<file path="src/rtl/serial_sender_fifo_if.sv">
// Word-input, serial-handshake and FIFO-status bundle of serial_sender_fifo.
// The producer/receiver side uses master and the sender itself uses slave.
interface serial_sender_fifo_if #(
    parameter int DATA_W = 16,
    parameter int DEPTH  = 16
);
    logic                   Ack;
    logic [DATA_W-1:0]      data;
    logic                   write;
    logic                   start;
    logic                   Request;
    logic                   sdrDataOut;
    logic                   full;
    logic                   empty;
    logic [$clog2(DEPTH):0] count;
    logic                   busy;
    logic                   overflow;
    logic                   done;

    modport master (
        output Ack, data, write, start,
        input  Request, sdrDataOut, full, empty, count, busy, overflow, done
    );

    modport slave (
        input  Ack, data, write, start,
        output Request, sdrDataOut, full, empty, count, busy, overflow, done
    );
endinterface

</file>
<file path="src/rtl/serial_sender_fifo.sv">
// Word FIFO drained by a four-phase Request/Ack serial transmitter.
// Each word is optionally followed by an even-parity bit, sent LSB or MSB first.
module serial_sender_fifo #(
    parameter int DATA_W    = 16,
    parameter int DEPTH     = 16,
    parameter int MSB_FIRST = 0,
    parameter int PARITY_EN = 0
) (
    input  logic                 clk,
    input  logic                 Reset,
    serial_sender_fifo_if.slave  bus
);
    localparam int PTR_W   = $clog2(DEPTH);
    localparam int CNT_W   = PTR_W + 1;
    localparam int FRAME_W = DATA_W + ((PARITY_EN != 0) ? 1 : 0);
    localparam int IDX_W   = $clog2(FRAME_W);
    localparam logic [IDX_W-1:0] LAST_IDX = IDX_W'(FRAME_W - 1);

    typedef enum logic [1:0] {
        IDLE    = 2'd0,
        LOAD    = 2'd1,
        REQ     = 2'd2,
        ACK_LOW = 2'd3
    } state_t;

    function automatic logic even_parity(input logic [DATA_W-1:0] word);
        return ^word;
    endfunction

    // Frame bit 0 is always the first bit on the wire, so the shifter only ever shifts right.
    function automatic logic [FRAME_W-1:0] build_frame(input logic [DATA_W-1:0] word);
        logic [FRAME_W-1:0] f;
        f = {FRAME_W{1'b0}};
        for (int i = 0; i < DATA_W; i++) begin
            f[i] = (MSB_FIRST != 0) ? word[DATA_W-1-i] : word[i];
        end
        if (PARITY_EN != 0) begin
            f[FRAME_W-1] = even_parity(word);
        end
        return f;
    endfunction

    logic [DATA_W-1:0]  r_mem [DEPTH];
    logic [PTR_W-1:0]   r_wr_ptr;
    logic [PTR_W-1:0]   r_rd_ptr;
    logic [CNT_W-1:0]   r_count;
    logic               r_full;
    logic               r_empty;
    logic               r_overflow;
    state_t             r_state;
    logic [FRAME_W-1:0] r_shift;
    logic [IDX_W-1:0]   r_idx;
    logic               r_request;
    logic               r_sdr;
    logic               r_busy;
    logic               r_done;

    logic               w_push;
    logic               w_pop;
    logic [CNT_W-1:0]   w_count_nxt;
    state_t             w_state_nxt;
    logic               w_request_nxt;
    logic               w_sdr_nxt;
    logic               w_done_nxt;
    logic               w_load;
    logic               w_advance;

    // FIFO push/pop decisions and next occupancy.
    always_comb begin
        w_push = bus.write & ~r_full;
        w_pop  = (r_state == LOAD);
        case ({w_push, w_pop})
            2'b10:   w_count_nxt = r_count + CNT_W'(1);
            2'b01:   w_count_nxt = r_count - CNT_W'(1);
            default: w_count_nxt = r_count;
        endcase
    end

    // FIFO pointers, occupancy flags and sticky overflow.
    always_ff @(posedge clk) begin
        if (Reset) begin
            r_wr_ptr   <= {PTR_W{1'b0}};
            r_rd_ptr   <= {PTR_W{1'b0}};
            r_count    <= {CNT_W{1'b0}};
            r_full     <= 1'b0;
            r_empty    <= 1'b1;
            r_overflow <= 1'b0;
        end else begin
            if (w_push) begin
                r_wr_ptr <= r_wr_ptr + PTR_W'(1);
            end
            if (w_pop) begin
                r_rd_ptr <= r_rd_ptr + PTR_W'(1);
            end
            r_count <= w_count_nxt;
            r_full  <= (w_count_nxt == CNT_W'(DEPTH));
            r_empty <= (w_count_nxt == {CNT_W{1'b0}});
            if (bus.write && r_full) begin
                r_overflow <= 1'b1;
            end
        end
    end

    // Storage array; contents are irrelevant once the pointers are reset.
    always_ff @(posedge clk) begin
        if (w_push) begin
            r_mem[r_wr_ptr] <= bus.data;
        end
    end

    // Next state and next registered handshake outputs.
    always_comb begin
        w_state_nxt   = r_state;
        w_request_nxt = r_request;
        w_sdr_nxt     = r_sdr;
        w_done_nxt    = 1'b0;
        w_load        = 1'b0;
        w_advance     = 1'b0;
        case (r_state)
            IDLE: begin
                w_request_nxt = 1'b0;
                if (bus.start && !r_empty) begin
                    w_state_nxt = LOAD;
                end else begin
                    w_state_nxt = IDLE;
                end
            end
            LOAD: begin
                w_load      = 1'b1;
                w_state_nxt = REQ;
            end
            REQ: begin
                // Ack only counts once Request is actually visible, so a stale high Ack cannot skip a bit.
                if (r_request && bus.Ack) begin
                    w_request_nxt = 1'b0;
                    w_state_nxt   = ACK_LOW;
                end else begin
                    w_request_nxt = 1'b1;
                    w_sdr_nxt     = r_shift[0];
                end
            end
            ACK_LOW: begin
                w_request_nxt = 1'b0;
                if (bus.Ack) begin
                    w_state_nxt = ACK_LOW;
                end else if (r_idx != LAST_IDX) begin
                    w_advance   = 1'b1;
                    w_state_nxt = REQ;
                end else if (!r_empty) begin
                    w_state_nxt = LOAD;
                end else begin
                    w_done_nxt  = 1'b1;
                    w_state_nxt = IDLE;
                end
            end
            default: begin
                w_request_nxt = 1'b0;
                w_state_nxt   = IDLE;
            end
        endcase
    end

    // State register and registered handshake/status outputs.
    always_ff @(posedge clk) begin
        if (Reset) begin
            r_state   <= IDLE;
            r_request <= 1'b0;
            r_sdr     <= 1'b0;
            r_busy    <= 1'b0;
            r_done    <= 1'b0;
        end else begin
            r_state   <= w_state_nxt;
            r_request <= w_request_nxt;
            r_sdr     <= w_sdr_nxt;
            r_busy    <= (w_state_nxt != IDLE);
            r_done    <= w_done_nxt;
        end
    end

    // Frame shifter and count of bits already handed over.
    always_ff @(posedge clk) begin
        if (Reset) begin
            r_shift <= {FRAME_W{1'b0}};
            r_idx   <= {IDX_W{1'b0}};
        end else if (w_load) begin
            r_shift <= build_frame(r_mem[r_rd_ptr]);
            r_idx   <= {IDX_W{1'b0}};
        end else if (w_advance) begin
            r_shift <= r_shift >> 1;
            r_idx   <= r_idx + IDX_W'(1);
        end else begin
            r_shift <= r_shift;
            r_idx   <= r_idx;
        end
    end

    assign bus.Request    = r_request;
    assign bus.sdrDataOut = r_sdr;
    assign bus.full       = r_full;
    assign bus.empty      = r_empty;
    assign bus.count      = r_count;
    assign bus.busy       = r_busy;
    assign bus.overflow   = r_overflow;
    assign bus.done       = r_done;
endmodule

</file>
<file path="src/flat_wrapper.sv">
// flat-port wrapper written by rule: the top's interface ports become plain ports
module serial_sender_fifo_flat 
#(
    parameter int DATA_W    = 16,
    parameter int DEPTH     = 16,
    parameter int MSB_FIRST = 0,
    parameter int PARITY_EN = 0
)
  (clk, Reset, bus_Ack, bus_data, bus_write, bus_start, bus_Request, bus_sdrDataOut, bus_full, bus_empty, bus_count, bus_busy, bus_overflow, bus_done);
  serial_sender_fifo_if #(.DATA_W(DATA_W), .DEPTH(DEPTH)) bus_i ();
  input  logic clk;
  input  logic Reset;
  input wire logic [$bits(bus_i.Ack)-1:0] bus_Ack;
  input wire logic [$bits(bus_i.data)-1:0] bus_data;
  input wire logic [$bits(bus_i.write)-1:0] bus_write;
  input wire logic [$bits(bus_i.start)-1:0] bus_start;
  output wire logic [$bits(bus_i.Request)-1:0] bus_Request;
  output wire logic [$bits(bus_i.sdrDataOut)-1:0] bus_sdrDataOut;
  output wire logic [$bits(bus_i.full)-1:0] bus_full;
  output wire logic [$bits(bus_i.empty)-1:0] bus_empty;
  output wire logic [$bits(bus_i.count)-1:0] bus_count;
  output wire logic [$bits(bus_i.busy)-1:0] bus_busy;
  output wire logic [$bits(bus_i.overflow)-1:0] bus_overflow;
  output wire logic [$bits(bus_i.done)-1:0] bus_done;
  assign bus_i.Ack = bus_Ack;
  assign bus_i.data = bus_data;
  assign bus_i.write = bus_write;
  assign bus_i.start = bus_start;
  assign bus_Request = bus_i.Request;
  assign bus_sdrDataOut = bus_i.sdrDataOut;
  assign bus_full = bus_i.full;
  assign bus_empty = bus_i.empty;
  assign bus_count = bus_i.count;
  assign bus_busy = bus_i.busy;
  assign bus_overflow = bus_i.overflow;
  assign bus_done = bus_i.done;
  serial_sender_fifo #(.DATA_W(DATA_W), .DEPTH(DEPTH), .MSB_FIRST(MSB_FIRST), .PARITY_EN(PARITY_EN)) u_core (.clk(clk), .Reset(Reset), .bus(bus_i));
endmodule
</file>
<file path="config.mk">
export PLATFORM = sky130hd
export DESIGN_NAME = serial_sender_fifo_flat
export DESIGN_NICKNAME = d
export VERILOG_FILES = /design/src/rtl/serial_sender_fifo_if.sv /design/src/rtl/serial_sender_fifo.sv /design/src/flat_wrapper.sv
export SDC_FILE = /design/constraint.sdc
export NUM_CORES = 1
export LEC_CHECK = 0
export ABC_AREA = 1
export CORE_UTILIZATION = 25
export CTS_CLUSTER_DIAMETER = 40
export DETAILED_ROUTE_END_ITERATION = 10
export GPL_TIMING_DRIVEN = 0
export PLACE_DENSITY_LB_ADDON = 0.25
export SLEW_MARGIN = 20
export SYNTH_ARGS = -nofsm -noshare
export SYNTH_HDL_FRONTEND = slang
export SYNTH_SLANG_ARGS = --single-unit
</file>
<file path="constraint.sdc">
create_clock -name clk -period 2.7 [get_ports clk]
set_input_delay 0.54 -clock clk [delete_from_list [all_inputs] [get_ports clk]]
set_output_delay 0.54 -clock clk [all_outputs]
set_load 0.05 [all_outputs]
</file>
==> Yosys cells after proc, flatten, opt, wreduce, memory -nomap -nowiden <==
Memory sizes are Yosys's and may differ from the RTL's. A register that Yosys moved wholly into a read port is not among the register bits.
Cells that the tools add are included.
{ "totals": {"ram_bits": 256, "input_bits": 21, "memories": 1, "wordCells": 63, "reg_bits": 42, "out_inout_bits": 12} }
{ "mem_list": {"columns": ["memory", "words", "word_bits", "rd", "rd_clocked_by_memory_dff", "wr", "line", "text"], "rows": [
  ["u_core.r_mem", 16, 16, 1, 1, 1, "serial_sender_fifo.sv:43", "logic [DATA_W-1:0] r_mem [DEPTH];"]
]} }
{ "classes": {"add_sub_neg": 5, "eq_ne": 7, "bitwise": 4, "muxes": 20, "n_reduce_logical": 13} }
{ "ops": {"columns": ["cell", "n"], "rows": [
  ["2-to-1 mux 16 bit", 2],
  ["adder 4 x 1 -> 4 bit (second input constant)", 3],
  ["2-to-1 mux 1 bit", 10],
  ["one-hot mux 5 bit (2 select lines)", 1],
  ["2-to-1 mux 4 bit", 2],
  ["one-hot mux 2 bit (4 select lines)", 1],
  ["equality test 2 bit (second input constant)", 3],
  ["2-to-1 mux 2 bit", 3],
  ["nonzero test 2 bit", 3],
  ["adder 5 x 1 -> 5 bit (second input constant)", 1],
  ["equality test 5 bit (second input constant)", 1],
  ["logical NOT 5 bit", 1],
  ["subtractor 5 x 1 -> 5 bit (second input constant)", 1],
  ["equality test 2 x 1 -> 1 bit (second input constant)", 2],
  ["inequality test 4 bit (second input constant)", 1],
  ["OR reduction 2 bit", 2],
  ["OR reduction 4 bit", 1],
  ["logical AND 1 bit", 3],
  ["NOT 1 bit", 3],
  ["logical NOT 2 bit", 1],
  ["one-hot mux 1 bit (2 select lines)", 1],
  ["AND reduction 2 bit", 1],
  ["AND 1 bit", 1],
  ["logical NOT 1 bit", 1]
]} }

==> Logic depth before layout (Yosys ltp) <==
Gate-level depths: netlist of run 1.
{ "logic_depth": {"depth_word": 6, "mapped_depth": 16, "ltp_nobuf": 15} }

==> Worst setup path before layout of run 1 <==
OpenSTA, ideal clock, no wires.
{ "synth_path": {"path_type": "reg-to-reg", "startpoint": "reg u_core.r_full, in the netlist u_core.bus.full", "endpoint": "mem u_core.r_mem[11][0] (enable)", "n_path_buf": 0, "synth_period_minus_slack_ns": 2.018, "arrival_time_ns": 1.630, "setup_time_ns": 0.388, "required_ns": 2.312, "setup_slack_ns": 0.682, "path_stages_with_launch": 6, "cell_sequence": "dfxtp_1 > inv_1 > nand2_2 > nor2_1 > nand2_1 > nor2_1"} }
{ "synth_via": {"elab_chain_cells": 4} }
{ "synth_lines": {"columns": ["element", "line", "text"], "rows": [
  ["from (decl)", "serial_sender_fifo.sv:47", "logic r_full;"],
  ["from (signal assigned)", "serial_sender_fifo.sv:96", "r_full <= (w_count_nxt == CNT_W'(DEPTH));"],
  ["NOT 1 bit", "serial_sender_fifo.sv:70", "w_push = bus.write & ~r_full;"],
  ["AND 1 bit", "serial_sender_fifo.sv:70", null],
  ["2-to-1 mux 1 bit", "serial_sender_fifo.sv:106", "if (w_push) begin"],
  ["2-to-1 mux 1 bit (implied by the code)", "serial_sender_fifo.sv:107", "r_mem[r_wr_ptr] <= bus.data;"],
  ["to (decl)", "serial_sender_fifo.sv:43", null]
]} }
Every way passes these cells.

==> Worst setup path in the final report of run 1 <==
{ "layout_path": {"startpoint": "reg u_core.r_count[2], in the netlist u_core.bus.count[2]", "endpoint": "out bus_count[2]"} }
{ "layout_rtl": {"columns": ["element", "line", "text"], "rows": [
  ["from (decl)", "serial_sender_fifo.sv:46", "logic [CNT_W-1:0] r_count;"],
  ["from (signal assigned)", "serial_sender_fifo.sv:84", "r_count <= {CNT_W{1'b0}};"],
  ["from (signal assigned)", "serial_sender_fifo.sv:95", "r_count <= w_count_nxt;"],
  ["to (decl)", "flat_wrapper.sv:21", "output wire logic [$bits(bus_i.count)-1:0] bus_count;"]
]} }
No word-level cell between the ends.

==> results.yml, run 1 <==
logic_synthesis:
  synth_edf_count: 256
  syn_inst: 1040
  synth_top_area_cell: "edfxtp_1"
  ys.flop_type: "edfxtp_1"
  yosysWarnings: 0
  synthTopCellsByArea: "edfxtp_1, dfxtp_1, nor2_1"
  syn-num-nets: 1074
  avgSynthCellArea_um2: 11.8
  synthArstFlopShare: 0
  synth.cell_area_um2: 12200
  yosysTopAreaCellShare: 0.629
  ys_types: 35
  synth_seq_area_share: 0.704
  ys_seq_elements: 302
timing:
  period_share: 0.846
  finalClockSkew_ns: 0.0149
  finalHoldViolCount: 0
  finalMaxSlewViolations: 0
  rsz0062_at_grt: "false"
  holdWs_ns: 0.440
  finalSetupViolations: 0
  maxSlewHeadroom: 0.433
  max_freq_ghz: 0.438
  tightestPinTransition_ns: 0.851
  min_period_ns: 2.28
  worst_slack_ns: 0.415
worst_setup_path:
  critPathTopFamily: "buffers and inverters"
  slowest_delay_ns: 0.83
  cp_num_buf_inv: 1
  cp_data_arrival_time_ns: 1.74
  crit_required_ns: 2.16
  cp-end-kind: "primary output"
  crit_cells: 1
  crit_type: "reg2out"
  r2r_cells: 7
  crit_chain: "clkdlybuf4s50_1"
  cp_slowest_cell: "clkdlybuf4s50_1"
  worstPathMaxFanout: 5
  startpoint_type: "register"
pwr:
  p_per_area_nw_per_um2: 772
  p_leak_nw: 4.90
  power_mw: 11.4
  peakVddDrop_uv: 403
route:
  drc: 0
  vias_per_cell: 4.67
  firstDrtPassIters: 5
  drt_iter0_markers: 817
  wl_um: 35900
  dr_total_vias: 8234
  post_drt_wl_per_cell_um: 20.3
  antenna_left: 0
global_routing:
  gr-total-overflow: 0
  track_usage: 0.147
  grt_max_degree: 17
  grt_antenna_before_repair: 1
  grt_pass1_wl_um: 53800
  first_global_vias: 8150
final_layout:
  fin_area_um2: 14800
  drive_gt1_frac: 0.114
  layout.cells.non_filler: 1765
  layout_common_cells: "edfxtp_1, nor2_1, o21ai_0"
  num_antenna_cells: 0
  nNetsFinal: 1154
  fillCellCount: 4905
  syn2layout_area_growth_pct: 21.2
  mostFrequentLayoutCell: "edfxtp_1"
cts:
  cts_made_buffers: 39
  cts.sinks: 302
  post-cts-setup-buffer-count: 0
  htreeDepth: 2
  root_buffer: "clkbuf_16"
  clkLatencyLatePin_ns: 0.53
  tritoncts: "yes"
  clk_path_buf_depth: 3
  postCtsResizedCells: 0
  path_clk_slew_ns: 0.05
  holdBufCountCts: 0
placement:
  dp_slack_ns: 0.0177
  io_buffers: 32
  dpl.hpwl_um: 23800
  placed_area_um2: 13500
  gp_congestion: 0.810
  dp_cells: 1694
run:
  max_cap_violations: 0
floorplan:
  die_area_um2: 49800
  die_h_um: 223
  design.portCount: 33
  start_util: 0.255
  core-area_um2: 48000
  num_rows: 80
  fp.dieW_um: 223
min_path:
  hold_path_class: "reg2reg"
  min_path_cells: 1
status:
  outcome: "finished, final reports clean"
cell type report:
class,instances,area [um2],share of cell area
Timing Repair Buffer,39,410,0.0277
Clock buffer,43,1030,0.0697
Sequential cell,302,8610,0.581
Tap cell,615,769,0.0519
Multi-Input combinational cell,641,3220,0.218
Clock inverter,28,294,0.0198
Buffer,60,344,0.0232
Inverter,37,139,0.00937
sequential cells by signal (all words and copies together) (netlist names), named ones only:
register               cells
u_core.r_shift            16
u_core.bus.empty           1
u_core.bus.full            1
u_core.r_state             2
u_core.bus.done            1
u_core.r_wr_ptr            4
u_core.bus.count           5
u_core.r_rd_ptr            4
u_core.bus.sdrDataOut      1
u_core.bus.busy            1
u_core.bus.Request         1
u_core.r_idx               4
u_core.bus.overflow        1
u_core.r_mem             256
synthesized netlist by cell type (2+ instances only):
master,instances
a21oi_1,34
a22oi_1,2
buf_1,3
buf_2,19
buf_4,8
buf_6,8
clkbuf_1,18
clkbuf_2,4
dfxtp_1,46
edfxtp_1,256
ha_1,13
inv_1,35
inv_2,2
nand2_1,67
nand2_2,2
nand3_1,51
nand4_1,2
nor2_1,235
nor4_1,2
o211ai_1,62
o21ai_0,147
o21ai_1,8
o21bai_1,2
o221ai_1,3
where the power goes:
part	total [mW]	internal, mW	switching [mW]
sequential	5.19	5.14	0.0416
combinational	0.964	0.280	0.685
clock	5.29	3.26	2.03
total	11.4	8.69	2.76
metal layers:
metal,wire (um),vias to the layer above,GRT usage
li1,-,3911,-
met3,2260,58,0.0261
met2,16100,261,0.233
met1,16300,4002,0.200
met5,99,-,0.0147
met4,1090,2,0.0529
final timing paths:
kind | start | endpoint | slack, ns
setup / recovery | u_core.bus.count[2] | bus_count[2] | 0.42
hold reg to reg | u_core.r_rd_ptr[3] | register | 0.44
hold / removal | u_core.r_rd_ptr[3] | register | 0.44
setup reg to reg | register | u_core.r_shift[14] | 0.45
stage by stage:
step                       util  setup TNS (ns)
after floorplan               -               0
after global placement    0.277         -177.63
after detailed placement  0.281               0
after CTS                 0.309               0
after global routing      0.309               0
final                     0.309               0
cell families (layout without fill, tap and decap cells):
| family | count (synthesis) | in the layout | synth area share |
|---|---|---|---|
| DFF | 302 | 302 | 0.704 |
| AOI/OAI and AO/OA | 261 | 261 | 0.122 |
| and+or+nand+nor | 365 | 365 | 0.120 |
| xor gates and xnor gates | 2 | 2 | 0.00143 |
| buffers and inverters | 97 | 207 | 0.0395 |
| adders and majority gates | 13 | 13 | 0.0133 |
Power figures use the tool's default switching activity.
==> run 2: changes to the inputs <==
clock period = 2.35 ns   (was 2.7 ns; I/O delays follow)
==> run 2 against run 1 <==
Against the previous run: combinational power grew 15%; worst hold slack about the same; critical path depth is the same; clock power increased by 15%; utilization about the same; first-iteration DRC count rose by 3.5%; critical path type unchanged; critical endpoint unchanged; largest power group unchanged.
==> results.yml, run 2 (synthesized netlist as in run 1, its figures left out) <==
floorplan:
  core-area_um2: 48000
  start_util: 0.255
  design.portCount: 33
  fp.dieW_um: 223
  num_rows: 80
  die_area_um2: 49800
  die_h_um: 223
worst_setup_path:
  crit_required_ns: 1.88
  ff2ff_setup_slack_ns: 0.16
  cp_slowest_cell: "clkdlybuf4s50_1"
  worstPathMaxFanout: 5
  r2r_cells: 8
  startpoint_type: "register"
  worst_r2r_endpoint: "u_core.r_shift[11]"
  crit_type: "reg2out"
  critPathTopFamily: "buffers and inverters"
  cp_data_arrival_time_ns: 1.75
  cp-end-kind: "primary output"
  crit_chain: "clkdlybuf4s50_1"
  slowest_delay_ns: 0.83
  cp_num_buf_inv: 1
cts:
  root_buffer: "clkbuf_16"
  holdBufCountCts: 0
  cts_made_buffers: 39
  post-cts-setup-buffer-count: 0
  clkLatencyLatePin_ns: 0.53
  postCtsResizedCells: 0
  htreeDepth: 2
  cts.sinks: 302
  tritoncts: "yes"
  clk_path_buf_depth: 3
  path_clk_slew_ns: 0.06
timing:
  finalSetupViolations: 0
  rsz0062_at_grt: "false"
  min_period_ns: 2.22
  finalMaxSlewViolations: 0
  tightestPinTransition_ns: 0.865
  max_freq_ghz: 0.451
  finalClockSkew_ns: 0.0157
  holdWs_ns: 0.440
  period_share: 0.943
  maxSlewHeadroom: 0.423
  finalHoldViolCount: 0
final_layout:
  mostFrequentLayoutCell: "edfxtp_1"
  largest_register_ffs: 256
  nNetsFinal: 1154
  layout.cells.non_filler: 1765
  fin_area_um2: 14800
  fin_util: 0.309
  drive_gt1_frac: 0.116
  regMostFlops: "u_core.r_mem"
  layout_common_cells: "edfxtp_1, nor2_1, o21ai_0"
  multiInputGateArea_um2: 3220
  fillCellCount: 4904
  syn2layout_area_growth_pct: 21.2
  seq_area_um2: 8610
  num_antenna_cells: 0
global_routing:
  grt_pass1_wl_um: 53800
  track_usage: 0.147
  grt_max_degree: 17
  gr-total-overflow: 0
  grt_antenna_before_repair: 1
  first_global_vias: 8150
min_path:
  min_from: "u_core.r_rd_ptr[3]"
  hold_path_class: "reg2reg"
  min_path_cells: 1
pwr:
  p_per_area_nw_per_um2: 887
  p_leak_nw: 4.90
  peakVddDrop_uv: 463
  power_mw: 13.2
route:
  post_drt_wl_per_cell_um: 20.3
  dr_total_vias: 8297
  drt_iter0_markers: 846
  vias_per_cell: 4.70
  drc: 0
  wl_um: 35900
  firstDrtPassIters: 5
  antenna_left: 0
run:
  max_cap_violations: 0
placement:
  placed_area_um2: 13500
  gp_congestion: 0.810
  dpl.hpwl_um: 23800
  io_buffers: 32
  dp_cells: 1694
status:
  outcome: "finished, final reports clean"
## run 2: cell counts in the layout (fill, tap and decap cells not counted)
No cell type changed its count.
## run 2: worst max path at each step
| stage | startpoint | endpoint | slack (ns) | cells after the start |
|---|---|---|---|---|
| final | u_core.bus.count[2] | bus_count[2] | 0.13 | 1 |
| after global routing | register | u_core.r_shift[14] | 0.005 | 7 |
| after CTS | u_core.bus.count[2] | bus_count[2] | 0.11 | 1 |
| after detailed placement | bus_write | u_core.r_mem[10][13] | -0.26 | 6 |
| after global placement | bus_write | u_core.r_mem[8][13] | -1.14 | 5 |
| after floorplan | u_core.bus.full | u_core.r_mem[11][0] | 0.33 | 5 |
## run 2: layout make-up
type | instances | area share
sequential | 302 | 0.581
clock buffer | 43 | 0.0697
tap | 615 | 0.0519
buffer | 60 | 0.0234
timing repair buffer | 39 | 0.0277
inverter | 37 | 0.00937
clock inverter | 28 | 0.0198
multi-input combinational | 641 | 0.217
## run 2: stage by stage
step	TNS [ns]	setup slack, ns
CTS	0	0.107
detailed placement	-35.60	-0.262
global route	0	0.00465
floorplan	0	0.332
global placement	-249.53	-1.14
finish	0	0.135
## run 2: per-layer routing
layer  track usage  part of all wire  wire, um  vias up
li1              -                 -         -     3912
met4        0.0529             0.030      1090        2
met5        0.0147            0.0028        99        -
met2         0.233              0.45     16100      288
met3        0.0261             0.065      2320       61
met1         0.200              0.45     16300     4034
## run 2: worst reg2reg max path, cell delays in order, from the launching register on
cell	delay (ns)
dfxtp_1	0.30
buf_2	0.19
inv_1	0.18
clkbuf_1	0.62
o211ai_1	0.22
nand3_1	0.14
nand2_1	0.19
a21oi_1	0.18
nor2_1	0.05
## run 2: power breakdown
group          internal, mW  switching, mW
Combinational         0.322          0.786
Clock                  3.75           2.34
Sequential             5.91         0.0478
Total                  9.98           3.17
==> run 3: changes to the inputs <==
ABC_AREA = default   (was 1)
CORE_MARGIN = 3   (was default)
SKIP_LAST_GASP = 1   (was default)
==> run 3 against run 2 <==
Against the previous run: maximum frequency down 5.1%; routed wire length down 22%; critical path depth unchanged; total power up 28%; first-iteration DRC count down 43%; sequential power up 5.7%; synthesized cell count down 39%; via count down 28%; utilization up 1.5 points; global-route usage down 3.4 points; flip-flop and latch count unchanged; critical endpoint is now bus_count[3]; largest power group unchanged.
==> results.yml, run 3 <==
status:
  outcome: "finished, final reports clean"
floorplan:
  fp.dieW_um: 224
  start_util: 0.255
  num_rows: 79
  die_h_um: 224
  core-area_um2: 46900
  die_area_um2: 50400
  design.portCount: 33
logic_synthesis:
  yosysMostFrequentCell: "edfxtp_1"
  synthArstFlopShare: 0
  synth_edf_count: 256
  synth.cell_area_um2: 11900
  yosysWarnings: 0
  synthTopCellsByArea: "edfxtp_1, mux4_2, dfxtp_1"
  synth_top_area_cell: "edfxtp_1"
  ys_types: 44
  avgSynthCellArea_um2: 18.9
  syn_inst: 630
  ys_seq_elements: 302
  synth_commonest_cells: "edfxtp_1, nor2_1, mux4_2, dfxtp_1, mux2i_1"
  ys.flop_type: "edfxtp_1"
  syn-num-nets: 664
  yosysTopAreaCellShare: 0.644
  synth_seq_area_share: 0.721
timing:
  finalSetupViolations: 0
  min_period_ns: 2.33
  maxSlewHeadroom: 0.420
  finalMaxSlewViolations: 0
  rsz0062_at_grt: "true"
  period_share: 0.993
  finalHoldViolCount: 0
  max_freq_ghz: 0.429
  tightestPinTransition_ns: 0.870
  finalClockSkew_ns: 0.0135
run:
  max_cap_violations: 0
pwr:
  pwr-share-comb: 0.205
  p_leak_nw: 4.88
  p_sw_frac: 0.267
  pwr-share-seq: 0.375
  power_frac_clock: 0.419
  peakVddDrop_uv: 474
  p_sw_mw: 4.49
  p_per_area_nw_per_um2: 1110
  p_int_mw: 12.3
route:
  firstDrtPassIters: 4
  antenna_left: 0
  wl_um: 27900
  drc: 0
  dr_total_vias: 5993
  vias_per_cell: 4.36
  drt_iter0_markers: 485
  post_drt_wl_per_cell_um: 20.3
final_layout:
  fin_util: 0.324
  nNetsFinal: 763
  drive_gt1_frac: 0.284
  regMostFlops: "u_core.r_mem"
  fin_area_um2: 15200
  layout_common_cells: "edfxtp_1, nor2_1, mux4_2"
  seq_area_um2: 8610
  mostFrequentLayoutCell: "edfxtp_1"
  num_antenna_cells: 0
  fillCellCount: 4564
  syn2layout_area_growth_pct: 27.2
  largest_register_ffs: 256
  multiInputGateArea_um2: 3310
placement:
  dpl.hpwl_um: 17200
  gp_congestion: 0.692
  io_buffers: 32
  placed_area_um2: 13300
worst_setup_path:
  critPathTopFamily: "buffers and inverters"
  crit_required_ns: 1.88
  worst_r2r_endpoint: "u_core.bus.full"
  r2r_start: "u_core.r_state[1]"
  crit_type: "reg2out"
  startpoint: "u_core.bus.count[3]"
  slowest_delay_ns: 0.86
  cp_slowest_cell: "clkdlybuf4s50_1"
  startpoint_type: "register"
  ff2ff_setup_slack_ns: 0.07
  crit_chain: "clkdlybuf4s50_1"
  crit_path_end: "bus_count[3]"
  r2r_cells: 11
  cp-end-kind: "primary output"
  crit_cells: 1
  worstPathMaxFanout: 5
  cp_num_buf_inv: 1
  cp_data_arrival_time_ns: 1.86
global_routing:
  gr-total-overflow: 0
  grt_antenna_before_repair: 0
  grt_pass1_wl_um: 41900
  grt_max_degree: 17
  first_global_vias: 6367
  track_usage: 0.113
cts:
  path_clk_slew_ns: 0.05
  htreeDepth: 2
  cts_made_buffers: 48
  tritoncts: "yes"
  holdBufCountCts: 0
  clkLatencyLatePin_ns: 0.55
  cts.sinks: 302
  root_buffer: "clkbuf_16"
  clk_path_buf_depth: 3
min_path:
  min_from: "u_core.bus.sdrDataOut"
  hold_path_class: "reg2reg"
  min_path_cells: 2
==> run 3: worst min path at each step <==
| stage | end | slack [ns] |
|---|---|---|
| 2_1_floorplan | u_core.bus.sdrDataOut | 0.44 |
| 3_3_place_gp | u_core.bus.overflow | 0.45 |
| 3_5_place_dp | u_core.bus.sdrDataOut | 0.46 |
| 4_1_cts | u_core.bus.sdrDataOut | 0.47 |
| 5_1_grt | u_core.bus.sdrDataOut | 0.49 |
| 6_report | u_core.bus.sdrDataOut | 0.46 |
==> run 3: layout make-up <==
cell class | count | share of cell area
Buffer | 33 | 0.0154
Sequential cell | 302 | 0.567
Inverter | 5 | 0.00157
Clock buffer | 55 | 0.0823
Timing Repair Buffer | 50 | 0.0406
Clock inverter | 33 | 0.0247
Tap cell | 607 | 0.0500
Multi-Input combinational cell | 289 | 0.218
==> run 3: per-stage QoR <==
stage	std cells	setup WS (ns)	hold WS [ns]	TNS, ns	total power, mW
finish	1374	0.0167	0.463	0	16.8
global route	1374	-0.129	0.485	-0.230	17.5
CTS	1365	-0.0982	0.469	-0.111	16.9
detailed placement	1277	-0.857	0.462	-71.19	9.75
global placement	1269	-1.33	0.454	-301.25	9.70
floorplan	630	0.00843	0.444	0	8.75
==> run 3: metal layers <==
| layer | up-vias | share of wire | GRT usage |
|---|---|---|---|
| met5 | - | 0 | 0 |
| met4 | 0 | 0.023 | 0.0400 |
| met3 | 47 | 0.039 | 0.0235 |
| met2 | 110 | 0.48 | 0.186 |
| met1 | 3109 | 0.46 | 0.150 |
| li1 | 2727 | - | - |
==> run 3: timing repair <==
action,in CTS,in global routing
pin swaps,3,12
endpoints found under the setup margin,20,142
cloned,0,0
setup buffers,0,10
resized for setup,12,18
==> run 3: power by group through the flow <==
stage                     clock network (mW)  registers [mW]  logic, mW
after floorplan                            0            6.55       2.20
after global placement                     0            6.39       3.31
after detailed placement                   0            6.39       3.36
after CTS                               7.20            6.29       3.38
after global routing                    7.43            6.34       3.74
final                                   7.03            6.30       3.45
==> run 3: tightest hold or removal path, cell delays in order (launching register included) <==
cell and delay (ns):
dfxtp_1 0.31, nand2_1 0.05, a21oi_1 0.06
==> run 3: cell families (layout without fill, tap and decap cells) <==
| logic type | Yosys count | after routing | share of synthesized area |
|---|---|---|---|
| xor+xnor | 14 | 14 | 0.0103 |
| mux | 98 | 98 | 0.171 |
| flops | 302 | 302 | 0.721 |
| compound gates | 23 | 23 | 0.0122 |
| simple gates | 141 | 141 | 0.0519 |
| buf+inv | 39 | 176 | 0.0199 |
| fa+ha+maj | 13 | 13 | 0.0136 |
